**src/rtl/pc_pkg.sv**
```systemverilog
// pc_pkg: shared constants and helpers for the next-PC selection unit.
package pc_pkg;

   // Default address width of every PC bus.
   localparam int PC_WIDTH = 32;

   // Default value loaded into the PC register on reset.
   localparam logic [31:0] PC_RESET_DEFAULT = 32'h0000_0000;

   // Encoding of the pc_sel output; 2'b11 is never produced.
   typedef enum logic [1:0] {
      PCSEL_SEQ = 2'b00,
      PCSEL_BR  = 2'b01,
      PCSEL_JMP = 2'b10
   } pc_sel_e;

   // A fetch address is word-aligned only when its two low bits are zero.
   function automatic logic low_bits_misaligned(input logic [1:0] low_bits);
      return (low_bits != 2'b00);
   endfunction

   // Clears the byte offset of a 2-bit address slice.
   function automatic logic [1:0] aligned_low_bits(input logic [1:0] low_bits);
      return low_bits & 2'b00;
   endfunction

endpackage

```
**src/rtl/pc_reg.sv**
```systemverilog
// pc_reg: WIDTH-bit load-enable register holding the architectural PC.
// Resets asynchronously to RESET_PC; holds its value while en is low.
module pc_reg
   import pc_pkg::*;
#(
   parameter int               WIDTH    = PC_WIDTH,
   parameter logic [WIDTH-1:0] RESET_PC = PC_RESET_DEFAULT
) (
   input  logic             clk,
   input  logic             rst_n,
   input  logic             en,
   input  logic [WIDTH-1:0] d,
   output logic [WIDTH-1:0] q
);

   logic [WIDTH-1:0] pc_r;

   // PC storage: async clear to RESET_PC, load on enable, otherwise hold (stall).
   always_ff @(posedge clk or negedge rst_n) begin
      if (!rst_n) begin
         pc_r <= RESET_PC;
      end else if (en) begin
         pc_r <= d;
      end else begin
         pc_r <= pc_r;
      end
   end

   assign q = pc_r;

endmodule

```
**src/rtl/pc_src.sv**
```systemverilog
// pc_src: next-PC selection for the single-cycle datapath.
// Chooses jump > branch > sequential target combinationally, flags
// misaligned targets, and keeps the PC register plus a sticky
// misalignment error flag.
module pc_src
   import pc_pkg::*;
#(
   parameter int               WIDTH    = PC_WIDTH,
   parameter logic [WIDTH-1:0] RESET_PC = PC_RESET_DEFAULT
) (
   input  logic             clk,
   input  logic             rst_n,
   input  logic             Branch,
   input  logic             Jump,
   input  logic [WIDTH-1:0] PCPlus4,
   input  logic [WIDTH-1:0] PCBranch,
   input  logic [WIDTH-1:0] JumpAddr,
   input  logic             PCWrite,
   output logic [WIDTH-1:0] next_PC,
   output logic [WIDTH-1:0] PC,
   output logic [1:0]       pc_sel,
   output logic             misalign,
   output logic             misalign_err
);

   pc_sel_e          sel_s;
   logic [WIDTH-1:0] next_pc_s;
   logic [WIDTH-1:0] load_pc_s;
   logic             misalign_s;
   logic             misalign_err_r;
   logic [WIDTH-1:0] pc_q_s;

   // Source priority: a jump overrides a taken branch, which overrides PC+4.
   always_comb begin
      sel_s = PCSEL_SEQ;
      if (Jump) begin
         sel_s = PCSEL_JMP;
      end else if (Branch) begin
         sel_s = PCSEL_BR;
      end else begin
         sel_s = PCSEL_SEQ;
      end
   end

   // Target mux: targets pass through untouched, no arithmetic here.
   always_comb begin
      next_pc_s = PCPlus4;
      case (sel_s)
         PCSEL_SEQ: next_pc_s = PCPlus4;
         PCSEL_BR:  next_pc_s = PCBranch;
         PCSEL_JMP: next_pc_s = JumpAddr;
         default:   next_pc_s = PCPlus4;
      endcase
   end

   // Alignment check and the word-aligned value actually loaded into PC.
   always_comb begin
      misalign_s = low_bits_misaligned(next_pc_s[1:0]);
      load_pc_s  = {next_pc_s[WIDTH-1:2], aligned_low_bits(next_pc_s[1:0])};
   end

   // Sticky error: set when a misaligned target is loaded; only reset clears it.
   always_ff @(posedge clk or negedge rst_n) begin
      if (!rst_n) begin
         misalign_err_r <= 1'b0;
      end else if (PCWrite && misalign_s) begin
         misalign_err_r <= 1'b1;
      end else begin
         misalign_err_r <= misalign_err_r;
      end
   end

   pc_reg #(
      .WIDTH    (WIDTH),
      .RESET_PC (RESET_PC)
   ) u_pc_reg (
      .clk   (clk),
      .rst_n (rst_n),
      .en    (PCWrite),
      .d     (load_pc_s),
      .q     (pc_q_s)
   );

   assign next_PC      = next_pc_s;
   assign pc_sel       = sel_s;
   assign misalign     = misalign_s;
   assign PC           = pc_q_s;
   assign misalign_err = misalign_err_r;

endmodule

```
**config.mk**
```make
export PLATFORM = sky130hd
export DESIGN_NAME = pc_src
export DESIGN_NICKNAME = d
export VERILOG_FILES = /design/src/rtl/pc_pkg.sv /design/src/rtl/pc_reg.sv /design/src/rtl/pc_src.sv
export SDC_FILE = /design/constraint.sdc
export NUM_CORES = 1
export LEC_CHECK = 0
export CAP_MARGIN = 20
export CORE_MARGIN = 4
export CORE_UTILIZATION = 38
export CTS_CLUSTER_SIZE = 16
export DETAILED_ROUTE_END_ITERATION = 7
export PLACE_DENSITY = 0.88
export SLEW_MARGIN = 10
export SYNTH_ARGS = -nofsm -noshare
export SYNTH_HDL_FRONTEND = slang
export SYNTH_SLANG_ARGS = --single-unit
```
**constraint.sdc**
```tcl
create_clock -name clk -period 3.04 [get_ports clk]
set_input_delay 0.76 -clock clk [delete_from_list [all_inputs] [get_ports clk]]
set_output_delay 0.76 -clock clk [all_outputs]
set_load 0.005 [all_outputs]
```
==> impl_metrics.toml, run 1 <==
[sta]
rsz0062_at_grt = "no"
slew_viol_final = 0
finalSetupViolCount = 0
finClkSkew_ns = 0
fmax_mhz = 343
period_needed_ns = 2.92
timing_hold_violations_final = 0
fin_setup_tns_ns = 0
worstMarginPinSlew_ns = 0.905
slew_headroom_pct = 39.7
final.period_utilization_pct = 96.0

[logic_synthesis]
ys_types = 23
synth_area_mm2 = 0.00231
synth_top_cell_area_share_pct = 33.5
ys_top_cells_by_count = "inv_1 (60), a21oi_1 (32), dfrtp_1 (31), nor2b_1 (31)"
yosys_warnings = 0
synth_area_leader_cell = "dfrtp_1"
synth_ff_type = "dfrtp_1"
synthMostInstantiatedCell = "inv_1"
async_flop_share_pct = 100
synth_seq_area_share_pct = 33.5
ys_seq_elements = 31
synth_cells = 283
synth_edf_count = 0
synth_area_per_cell_um2 = 8.18
synth_top_cells_by_area = "dfrtp_1 (34%), a211oi_2 (16%), inv_1 (9.7%)"

[critical_path]
crit_path_top_delay_cell = "clkdlybuf4s50_1"
path_class = "in -> out"
reg2reg_to = "misalign_err"
crit_path_end_kind = "output pin"
path_cells = "buf_2, buf_12, nor2b_1, a211oi_2, a21oi_1, clkdlybuf4s50_1"
rr_worst_depth = 1
reg2reg_from = "misalign_err"
rrSetupSlack_ns = 2.36
critPathLaunchType = "input port"
required_ns = 2.28
max_stage_delay_ns = 0.46
crit_fanout = 30
worstPathArrival_ns = 2.16

[min_path]
min-delay-start = "misalign_err"
hp-class = "reg -> reg"
min_to = "misalign_err"
hold_depth = 1

[cells_and_area]
finalInstanceArea_mm2 = 0.00408
num_antenna_cells = 0
n_fill_cell = 487
area_growth_pct = 76.1
nets = 536
drive_gt1_share_pct = 11.0

[place]
place_area_mm2 = 0.00398
gp_congestion = 0.807
dp_hpwl_um = 5930
numPortBuffers = 166

[clock_network]
postCtsSetupBuffers = 0
path_clk_slew_ns = 0.06
numCtsBuffers = 5
cts_resized = 0
cts_root_buf = "clkbuf_8"
cts_max_level = 2
clkLatencyLatePin_ns = 0.27
hold_buffers = 0
clkSinkCount = 31
clockBufferDepth = 2
cts_tree = "yes"

[grt]
antenna_found_initial = 0
grt_max_degree = 62
grt_pass1_wl_um = 12200
grt_pass1_vias = 2575
grtUsageTotal_pct = 20.2
grt.overflow.total = 0

[drt]
wl_um = 7670
drt_first_pass_iters = 4
ant_nets = 0
drcViolationCount = 0
wl_per_cell_um = 15.0
viasPerCell = 4.95
first_iter_violations = 88
vias = 2530

[power]
ir_worst_vdd_v = 0.000253
power_density_mw_per_mm2 = 336
p_leak_nw = 1.70

[die]
die_y_um = 86.0
start_util_pct = 39.1
fp.dieW_um = 86.0
io_pins = 169
die-area_mm2 = 0.00740
rows = 28
design.core.area_mm2 = 0.00592

[outcome]
status = "completed"

[job]
maxCapViolCount = 0
-- metal layers --
metal,up-vias,track usage (%),wire (um)
met3,18,5.09,636
met4,0,6.19,193
met5,-,0,0
met2,111,35.6,3900
li1,1257,-,-
met1,1144,23.9,2940
-- critical path, delay by kind of cell --
kind	cells	cell delay (ns)
AND/OR/NAND/NOR	1	0.09
buffers and inverters	3	0.98
AO/OA/AOI/OAI	2	0.31
-- sequential cells by signal (all words and copies together) (netlist names) --
name,count
misalign_err,1
u_pc_reg.q,30
-- stage by stage --
stage	total power [mW]	std cells	worst slack, ns	util, %	hold slack [ns]
finish	1.37	511	0.122	68.9	0.490
global route	1.45	511	0.0389	68.9	0.500
CTS	1.38	511	0.0983	68.9	0.488
detailed placement	1.03	503	0.111	67.2	0.469
global placement	1.02	503	0.147	67.2	0.450
floorplan	0.682	284	0.866	-	0.463
-- final cells by class --
| class | instances | area (um2) | share of cell area (%) |
|---|---|---|---|
| clock buffers | 8 | 100 | 2.46 |
| multi-input cells | 165 | 1150 | 28.2 |
| repair buffers | 171 | 1730 | 42.4 |
| inverters | 61 | 229 | 5.62 |
| well taps | 75 | 93.8 | 2.30 |
| flip-flops and latches | 31 | 776 | 19.0 |
-- logic make-up after synthesis --
| kind of cell | Yosys count | synth area share [%] |
|---|---|---|
| compound gates | 124 | 38.3 |
| buf+inv | 88 | 17.0 |
| flops | 31 | 33.5 |
| mux | 2 | 0.865 |
| other cells | 1 | 0.162 |
| simple gates | 37 | 10.1 |
-- cell usage in the layout (no fill, tap or decap) --
master	Yosys	layout
nand2b_1	1	1
buf_12	0	4
o21ai_0	30	30
conb_1	1	2
buf_2	3	4
nor2b_1	31	31
clkbuf_8	0	7
nand2_1	1	1
nor4_2	1	1
clkbuf_1	13	1
a21oi_1	32	32
or2_1	1	1
clkdlybuf4s50_1	0	162
dfrtp_1	31	31
a211oi_2	30	30
mux2i_1	2	2
o21ai_1	1	1
inv_1	60	60
o22ai_1	30	30
buf_4	5	1
a31o_1	1	1
and2b_1	1	1
inv_2	1	1
nor2_1	1	1
-- how the worst max path moves through the flow --
| stage | depth (start not counted) | slack, ns | end | start |
|---|---|---|---|---|
| after global routing | 6 | 0.04 | next_PC[21] | Branch |
| after detailed placement | 5 | 0.11 | next_PC[31] | PCPlus4[31] |
| final | 6 | 0.12 | next_PC[11] | Branch |
| after CTS | 6 | 0.1 | next_PC[21] | Branch |
| after floorplan | 5 | 0.87 | next_PC[10] | Branch |
| after global placement | 5 | 0.15 | next_PC[19] | PCPlus4[19] |
-- power by group --
part           internal, mW  leakage, nW  switching, mW
Combinational         0.335         1.28          0.205
Clock                 0.206       0.0515          0.144
Sequential            0.457        0.369         0.0224
Note: power is estimated with default switching activity, not from simulation.
==> run 2: changes to the inputs <==
CORE_MARGIN = not set   (was 4)
==> run 2 against run 1 <==
Against the previous run:
- worst setup slack better by 0.0059 ns
- via count fell by 0.20%
- cell count decreased by 0.20%
- sequential power about the same
- clock power is 6.9% lower
- sequential share of layout area up 0.059 points
- routed wire length down 6.2%
- register-to-register slack barely moved
- largest cell class unchanged
==> impl_metrics.toml, run 2 (same netlist as run 1, synthesis figures left out) <==
[outcome]
status = "completed"

[cells_and_area]
final_cell_mix = "clkdlybuf4s50_1 (162), inv_1 (60), a21oi_1 (32)"
final_common_cell = "clkdlybuf4s50_1"
ff_latch_area_um2 = 776
area_growth_pct = 75.6
n_fill_cell = 468
drive_gt1_share_pct = 11.0
num_antenna_cells = 0
multi_input_area_mm2 = 0.00115
largest_register_ffs = 30
nets = 536

[grt]
grt.overflow.total = 0
antenna_found_initial = 0
grt_pass1_wl_um = 11300
grt_pass1_vias = 2516
grt_max_degree = 62
grtUsageTotal_pct = 22.8

[critical_path]
crit_path_end_kind = "output pin"
worstPathArrival_ns = 2.15
critPathLaunchType = "input port"
reg2reg_from = "u_pc_reg.q[13]"
crit_fanout = 2
rrSetupSlack_ns = 2.36
reg2reg_to = "u_pc_reg.q[13]"
required_ns = 2.28
path_class = "in -> out"
rr_worst_depth = 2

[die]
start_util_pct = 39.3
die_y_um = 80.0
fp.dieW_um = 80.0
design.core.area_mm2 = 0.00589
die-area_mm2 = 0.00641
io_pins = 169
rows = 28

[place]
numPortBuffers = 166
dp_slack_ns = 0.147
gp_congestion = 0.777
dp_hpwl_um = 5460

[drt]
wl_per_cell_um = 14.1
viasPerCell = 4.95
drt_first_pass_iters = 5
wl_um = 7190
vias = 2525
ant_nets = 0
drcViolationCount = 0
first_iter_violations = 47

[job]
maxCapViolCount = 0

[clock_network]
path_clk_slew_ns = 0.06
cts_tree = "yes"
hold_buffers = 0
numCtsBuffers = 5
clkLatencyLatePin_ns = 0.27
cts_resized = 0
postCtsSetupBuffers = 0
cts_max_level = 2
cts_root_buf = "clkbuf_8"
clockBufferDepth = 2
clkSinkCount = 31

[min_path]
hold_depth = 1
hp-class = "reg -> reg"
min-delay-start = "misalign_err"
min_to = "misalign_err"

[sta]
worstMarginPinSlew_ns = 0.920
fin_setup_tns_ns = 0
period_needed_ns = 2.91
rsz0062_at_grt = "no"
whs_ns = 0.473
final.period_utilization_pct = 95.8
fmax_mhz = 343
timing_hold_violations_final = 0
slew_viol_final = 0
finalSetupViolCount = 0
finClkSkew_ns = 0
layout_setup_ws_ns = 0.128
slew_headroom_pct = 38.7

[power]
ir_worst_vdd_v = 0.000206
power_density_mw_per_mm2 = 330
p_leak_nw = 1.70
## run 2: report_power, final
part,switching (mW),internal (mW)
clock,0.148,0.177
combinational,0.203,0.334
sequential,0.0224,0.457
total,0.374,0.969
## run 2: critical path, stage by stage
cell and delay, ns:
clkdlybuf4s50_1 0.50, mux2i_1 0.08, a21oi_1 0.19, or2_1 0.14, clkdlybuf4s50_1 0.49
## run 2: worst max-delay path by stage
stage                           from     endpoint  cells after the start
after floorplan               Branch  next_PC[10]                      5
after global placement    PCPlus4[7]   next_PC[7]                      5
after detailed placement  PCPlus4[1]     misalign                      5
after CTS                 PCPlus4[1]     misalign                      5
after global routing      PCPlus4[0]     misalign                      5
final                     PCPlus4[1]     misalign                      5
## run 2: routing by layer
metal / vias up / global-route usage [%] / share of wire (%)
li1: 1260 / - / -
met1: 1176 / 24.2 / 40
met2: 85 / 43.7 / 53
met3: 4 / 7.09 / 6.7
met4: 0 / 4.64 / 0.54
met5: - / 0 / 0
## run 2: per-stage QoR
step                      cell area (um2)  util (%)  power [mW]  std cells
after global routing                 4060      69.0        1.42        510
after global placement               3980      67.6        1.01        503
after detailed placement             3980      67.6        1.03        503
final                                4060      69.0        1.34        510
after floorplan                      2320         -       0.682        284
after CTS                            4060      69.0        1.36        510
## run 2: cell type report
type | count | share of cell area [%]
clock buffers | 6 | 2.03
flip-flops and latches | 31 | 19.1
clock inverters | 1 | 0.123
multi-input cells | 165 | 28.3
repair buffers | 171 | 42.5
inverters | 61 | 5.63
well taps | 75 | 2.31
